<file path="src/rtl/riscv_rf_wb_arb.sv">
// Register-file writeback arbiter: merges the ALU and LSU writebacks onto one port,
// with LSU anti-starvation, a one-entry ALU hold register and a load RAW scoreboard.
module riscv_rf_wb_arb #(
    parameter int unsigned STARVE_LIMIT = 2
) (
    input  logic        clk,
    input  logic        rst,
    input  logic        alu_wb_valid_i,
    input  logic [4:0]  alu_wb_dst_i,
    input  logic [31:0] alu_wb_data_i,
    input  logic        lsu_wb_valid_i,
    input  logic [4:0]  lsu_wb_dst_i,
    input  logic [31:0] lsu_wb_data_i,
    output logic        lsu_wb_ready_o,
    input  logic        lsu_issue_i,
    input  logic [4:0]  lsu_issue_dst_i,
    input  logic [4:0]  rf_src1_i,
    input  logic [4:0]  rf_src2_i,
    output logic        rf_we_o,
    output logic [4:0]  rf_dst_o,
    output logic [31:0] rf_dst_d_o,
    output logic        wb_stall_o,
    output logic        raw_stall_o
);

    typedef logic [4:0] rsd_t;
    typedef enum logic [1:0] {GNT_NONE, GNT_HOLD, GNT_LSU, GNT_ALU} grant_e;

    localparam logic [2:0] LIMIT = 3'(STARVE_LIMIT);

    logic        hold_valid_q, hold_valid_d;
    rsd_t        hold_dst_q,   hold_dst_d;
    logic [31:0] hold_data_q,  hold_data_d;
    logic [2:0]  starve_cnt_q, starve_cnt_d;
    logic [31:0] pending_q,    pending_d;

    grant_e      grant;
    logic        starve_hit;
    logic        lsu_xfer;
    logic        capture;
    rsd_t        wb_dst;
    logic [31:0] wb_data;

    assign starve_hit = (starve_cnt_q == LIMIT);

    // NOTE: every signal written in always_comb gets a default first, so no path infers a latch.
    always_comb begin
        grant = GNT_NONE;
        if (hold_valid_q)                      grant = GNT_HOLD;
        else if (lsu_wb_valid_i && starve_hit) grant = GNT_LSU;
        else if (alu_wb_valid_i)               grant = GNT_ALU;
        else if (lsu_wb_valid_i)               grant = GNT_LSU;
    end

    always_comb begin
        wb_dst  = '0;
        wb_data = '0;
        case (grant)
            GNT_HOLD: begin wb_dst = hold_dst_q;    wb_data = hold_data_q;    end
            GNT_LSU:  begin wb_dst = lsu_wb_dst_i;  wb_data = lsu_wb_data_i;  end
            GNT_ALU:  begin wb_dst = alu_wb_dst_i;  wb_data = alu_wb_data_i;  end
            default:  begin wb_dst = '0;            wb_data = '0;             end
        endcase
    end

    // Reset gates every handshake and write so nothing is consumed during the reset cycle.
    assign lsu_xfer = !rst && (grant == GNT_LSU);
    assign capture  = !rst && !hold_valid_q && lsu_wb_valid_i && starve_hit && alu_wb_valid_i;

    assign rf_we_o        = !rst && (grant != GNT_NONE) && (wb_dst != 5'd0);
    assign rf_dst_o       = wb_dst;
    assign rf_dst_d_o     = wb_data;
    assign lsu_wb_ready_o = lsu_xfer;
    assign wb_stall_o     = capture;
    assign raw_stall_o    = !rst &&
                            (((rf_src1_i != 5'd0) && pending_q[rf_src1_i]) ||
                             ((rf_src2_i != 5'd0) && pending_q[rf_src2_i]));

    always_comb begin
        hold_valid_d = capture;
        hold_dst_d   = hold_dst_q;
        hold_data_d  = hold_data_q;
        if (capture) begin
            hold_dst_d  = alu_wb_dst_i;
            hold_data_d = alu_wb_data_i;
        end

        starve_cnt_d = starve_cnt_q;
        if (lsu_xfer)
            starve_cnt_d = 3'd0;
        else if (lsu_wb_valid_i && (starve_cnt_q < LIMIT))
            starve_cnt_d = starve_cnt_q + 3'd1;

        // Clear before set so a same-cycle issue to the returning register stays pending.
        pending_d = pending_q;
        if (lsu_xfer)
            pending_d[lsu_wb_dst_i] = 1'b0;
        if (lsu_issue_i && (lsu_issue_dst_i != 5'd0))
            pending_d[lsu_issue_dst_i] = 1'b1;
        pending_d[0] = 1'b0;
    end

    // NOTE: sequential state uses non-blocking assignments only, so every register samples pre-edge values.
    always_ff @(posedge clk) begin
        if (rst) begin
            hold_valid_q <= 1'b0;
            hold_dst_q   <= '0;
            hold_data_q  <= '0;
            starve_cnt_q <= '0;
            pending_q    <= '0;
        end else begin
            hold_valid_q <= hold_valid_d;
            hold_dst_q   <= hold_dst_d;
            hold_data_q  <= hold_data_d;
            starve_cnt_q <= starve_cnt_d;
            pending_q    <= pending_d;
        end
    end

endmodule
</file>
<file path="config.mk">
export PLATFORM = sky130hd
export DESIGN_NAME = riscv_rf_wb_arb
export DESIGN_NICKNAME = d
export VERILOG_FILES = /design/src/rtl/riscv_rf_wb_arb.sv
export SDC_FILE = /design/constraint.sdc
export NUM_CORES = 1
export LEC_CHECK = 0
export CAP_MARGIN = 0
export CORE_ASPECT_RATIO = 0.9
export CORE_UTILIZATION = 49
export DETAILED_ROUTE_END_ITERATION = 16
export PLACE_DENSITY = 0.86
export SLEW_MARGIN = 10
export SYNTH_ARGS = -nofsm -noshare
export SYNTH_HDL_FRONTEND = slang
export SYNTH_SLANG_ARGS = --single-unit
</file>
<file path="constraint.sdc">
create_clock -name clk -period 5.7 [get_ports clk]
set_input_delay 0.855 -clock clk [delete_from_list [all_inputs] [get_ports clk]]
set_output_delay 0.855 -clock clk [all_outputs]
set_load 0.005 [all_outputs]
</file>
==> summary.md <==
| Metric | Value |
|---|---|
| Final net count | 703 |
| First-pass GRT wire length | 19000 um |
| Clock slew at reported path FFs | 0.08 ns |
| Critical Path RT | 4.85 ns |
| Met1 WL | 4850 um |
| Top sig layer | met4 |
| Setup Buffers After CTS | 0 |
| Layout cell share with drive strength beyond 1 | 0.0605 |
| Critical path class | in2out |
| Vias per cell | 6.00 |
| DR DRC count | 0 |
| Buffers plus inverters on the worst setup path | 2 |
| RSZ-0062 raised after global routing | false |
| VDD IR-drop max | 0.143 mV |
| Remaining Overflow, GRT | 0 |
| Slew HR | 0.449 |
| Finish-stage setup viols | 0 |
| Critical-path top delay cell | clkdlybuf4s50_1 |
| Post-Syn Area | 0.00390 mm2 |
| 1st-iter DRT viols | 352 |
| Hold path endpoint | hold_data_q[31] |
| Final setup skew | 0.0108 ns |
| Hold Startpoint | hold_data_q[31] |
| Non-Filler Instances | 708 |
| Clock Sink Count | 72 |
| Aggregate global-route resource usage | 0.293 |
| Period utilization | 0.716 |
| Worst path arrival time | 3.23 ns |
| Slew Viols, Final | 0 |
| I/O pin total | 135 |
| Initial core utilization | 0.511 |
| Rows | 30 |
| Worst path cell trace | clkdlybuf4s50_1 -> mux2_2 -> a2111oi_0 -> a2111oi_0 -> a41oi_1 -> nand3_1 -> clkdlybuf4s50_1 |
| Max-cap violation count | 0 |
| Distinct cells, synth | 41 |
| Worst-Skew Late Latency | 0.35 ns |
| CP max FO | 9 |
| Full die area | 0.00831 mm2 |
| Total power draw | 1.18 mW |
| Post-Route Hold Slack | 0.466 ns |
| Cells after DPL | 692 |
| Number of synthesized flops with an enable pin | 0 |
| Placed wire-length estimate | 8890 um |
| RR Startpoint | starve_cnt_q[1] |
| LEAKAGE | 2.04 nW |
| Maximum clock rate | 245 MHz |
| Largest stage delay, worst path | 0.73 ns |
| CORE AREA | 0.00762 mm2 |
| Clock Tree Buf Depth | 2 |
| Diode count | 0 |
| Clock power frac | 0.372 |
| Yosys warnings | 0 |
| Input/output buffers | 134 |
| Metal2 WL | 5850 um |
| CP top delay family | buffers and inverters |
| Hold Buf Count CTS | 0 |
| DRT Wirelength | 12000 um |
| Worst-case reg-to-reg path depth | 6 |
| Area grow syn2layout | 40.0% |
| Routability cong. | 0.878 |
| Internal power | 0.889 mW |
| Finished Core Util | 0.716 |
| Die X | 96.0 um |
| CTS resizes | 0 |
| Height of the die | 86.6 um |
| Routed len/inst | 16.9 um |
| Place WS | 1.61 ns |
| Synthesized Nets | 590 |
| Min-delay worst type | reg2reg |
| Worst-Margin Slew | 0.826 ns |
| Critical Path Start Type | input port |
| Tmin final | 4.08 ns |
| Post-synth ARST share | 0 |
| Status | completed |
| Hold Path Stages | 2 |
| Design area | 0.00546 mm2 |
| Synth Instances | 494 |
| H-tree depth | 3 |
| Seq cells post-synth | 72 |
| Setup TNS | 0 ns |
| Register area share after synthesis | 0.370 |
| DRT Pass-1 Iters | 8 |
| Total CTS buffers | 9 |
| Worst R2R End | pending_q[4] |
| Psw | 0.296 mW |
| Final hold vios | 0 |
| Top FF cell, synth | dfxtp_1 |
| Root buf cell | clkbuf_8 |
| Syn Area/Cell | 7.89 um2 |
| Vias in the first global route | 4078 |
| Antenna violations before repair | 0 |
| Routed wl met3 | 980 um |
| Final ANT Viol Nets | 0 |
| Reg-to-reg slack, setup | 3.45 ns |
| Via count | 4248 |
| Endpoint type of the worst setup path | primary output |
| CTS tree | built |
| Combinational Power Share | 0.195 |
| Placed instance area | 0.00524 mm2 |
| Final WS setup | 1.62 ns |
| Crit path depth | 7 |
| Pwr dens | 217 mW/mm2 |
| Largest net degree at the start of global routing | 46 |
| Part of the power in registers | 0.433 |
| Sw frac | 0.250 |
[how the worst max path moves through the flow]
stage | from | to | slack (ns)
6_report | rf_src2_i[2] | raw_stall_o | 1.62
3_3_place_gp | rf_src2_i[1] | raw_stall_o | 1.65
4_1_cts | rf_src1_i[0] | raw_stall_o | 1.60
2_1_floorplan | rf_src2_i[1] | raw_stall_o | 2.74
5_1_grt | rf_src2_i[2] | raw_stall_o | 1.41
3_5_place_dp | rf_src1_i[0] | raw_stall_o | 1.61
[power by group through the flow]
stage | Sequential [mW] | Combinational (mW) | Clock [mW]
after floorplan | 0.523 | 0.0902 | 0
after CTS | 0.513 | 0.231 | 0.446
after global placement | 0.524 | 0.226 | 0
final | 0.513 | 0.231 | 0.440
after detailed placement | 0.524 | 0.229 | 0
after global routing | 0.513 | 0.249 | 0.469
[cells by family after synthesis]
group                      Yosys count  share of synthesized area
xor gates and xnor gates             1                    0.00225
AOI/OAI and AO/OA                  147                      0.241
DFF                                 72                      0.370
adders and majority gates            2                    0.00642
and+or+nand+nor                    172                      0.197
muxes                               22                      0.101
buffers and inverters               78                     0.0825
[routing by layer]
layer,global-route usage,vias up
met4,0.103,0
li1,-,1996
met5,0,-
met3,0.0719,23
met2,0.491,210
met1,0.366,2019
[worst reg2reg max path: stages (launching register included)]
cell      delay (ns)
dfxtp_1         0.40
ha_1            0.24
nand2b_1        0.11
a21oi_4         0.62
nand4b_1        0.36
o21ai_0         0.29
a21oi_1         0.09
[cells in the mapped netlist, types with 2 or more instances]
library cell | number | share of area
dfxtp_1 | 72 | 0.37
nor2_1 | 14 | 0.013
nand3_1 | 4 | 0.0051
mux4_2 | 10 | 0.058
inv_1 | 40 | 0.039
a222oi_1 | 36 | 0.092
nor3_1 | 5 | 0.0064
and2_1 | 3 | 0.0048
nand3b_1 | 2 | 0.0039
mux2i_1 | 8 | 0.021
nor2b_1 | 4 | 0.0064
ha_1 | 2 | 0.0064
nand2_1 | 113 | 0.11
or3_1 | 2 | 0.0032
buf_1 | 6 | 0.0058
nand2b_1 | 9 | 0.014
a21oi_1 | 73 | 0.094
mux4_1 | 3 | 0.020
nor3b_1 | 2 | 0.0039
clkbuf_1 | 19 | 0.018
a2111oi_0 | 2 | 0.0045
nand4b_1 | 4 | 0.0090
buf_4 | 3 | 0.0058
nand4_1 | 5 | 0.0080
buf_2 | 8 | 0.010
o21ai_0 | 30 | 0.039
[sequential cells by signal, indices dropped and copies added (netlist names)]
signal and count:
hold_dst_q 5, hold_data_q 32, pending_q 31, starve_cnt_q 3, hold_valid_q 1
[placed cells by master, fill, tap and decap left out, types with 5 or more instances in the layout]
cell type        Yosys  routed
nand2_1            113     113
buf_4                3       5
inv_1               40      40
nor3_1               5       5
o21ai_0             30      30
dfxtp_1             72      72
clkdlybuf4s50_1      0     133
a222oi_1            36      36
clkbuf_8             0       9
a21oi_1             73      71
nand4_1              5       5
mux4_2              10      10
nor2_1              14      14
mux2i_1              8       8
nand2b_1             9       9
[area by class of cell]
class	count	area (um2)
fill	586	2160
sequential	72	1440
multi-input combinational	344	2150
tap	96	120
timing repair buffer	139	1370
inverter	41	154
clock inverter	7	95.1
clock buffer	9	124
No activity file was read; power rests on OpenSTA's default activity.
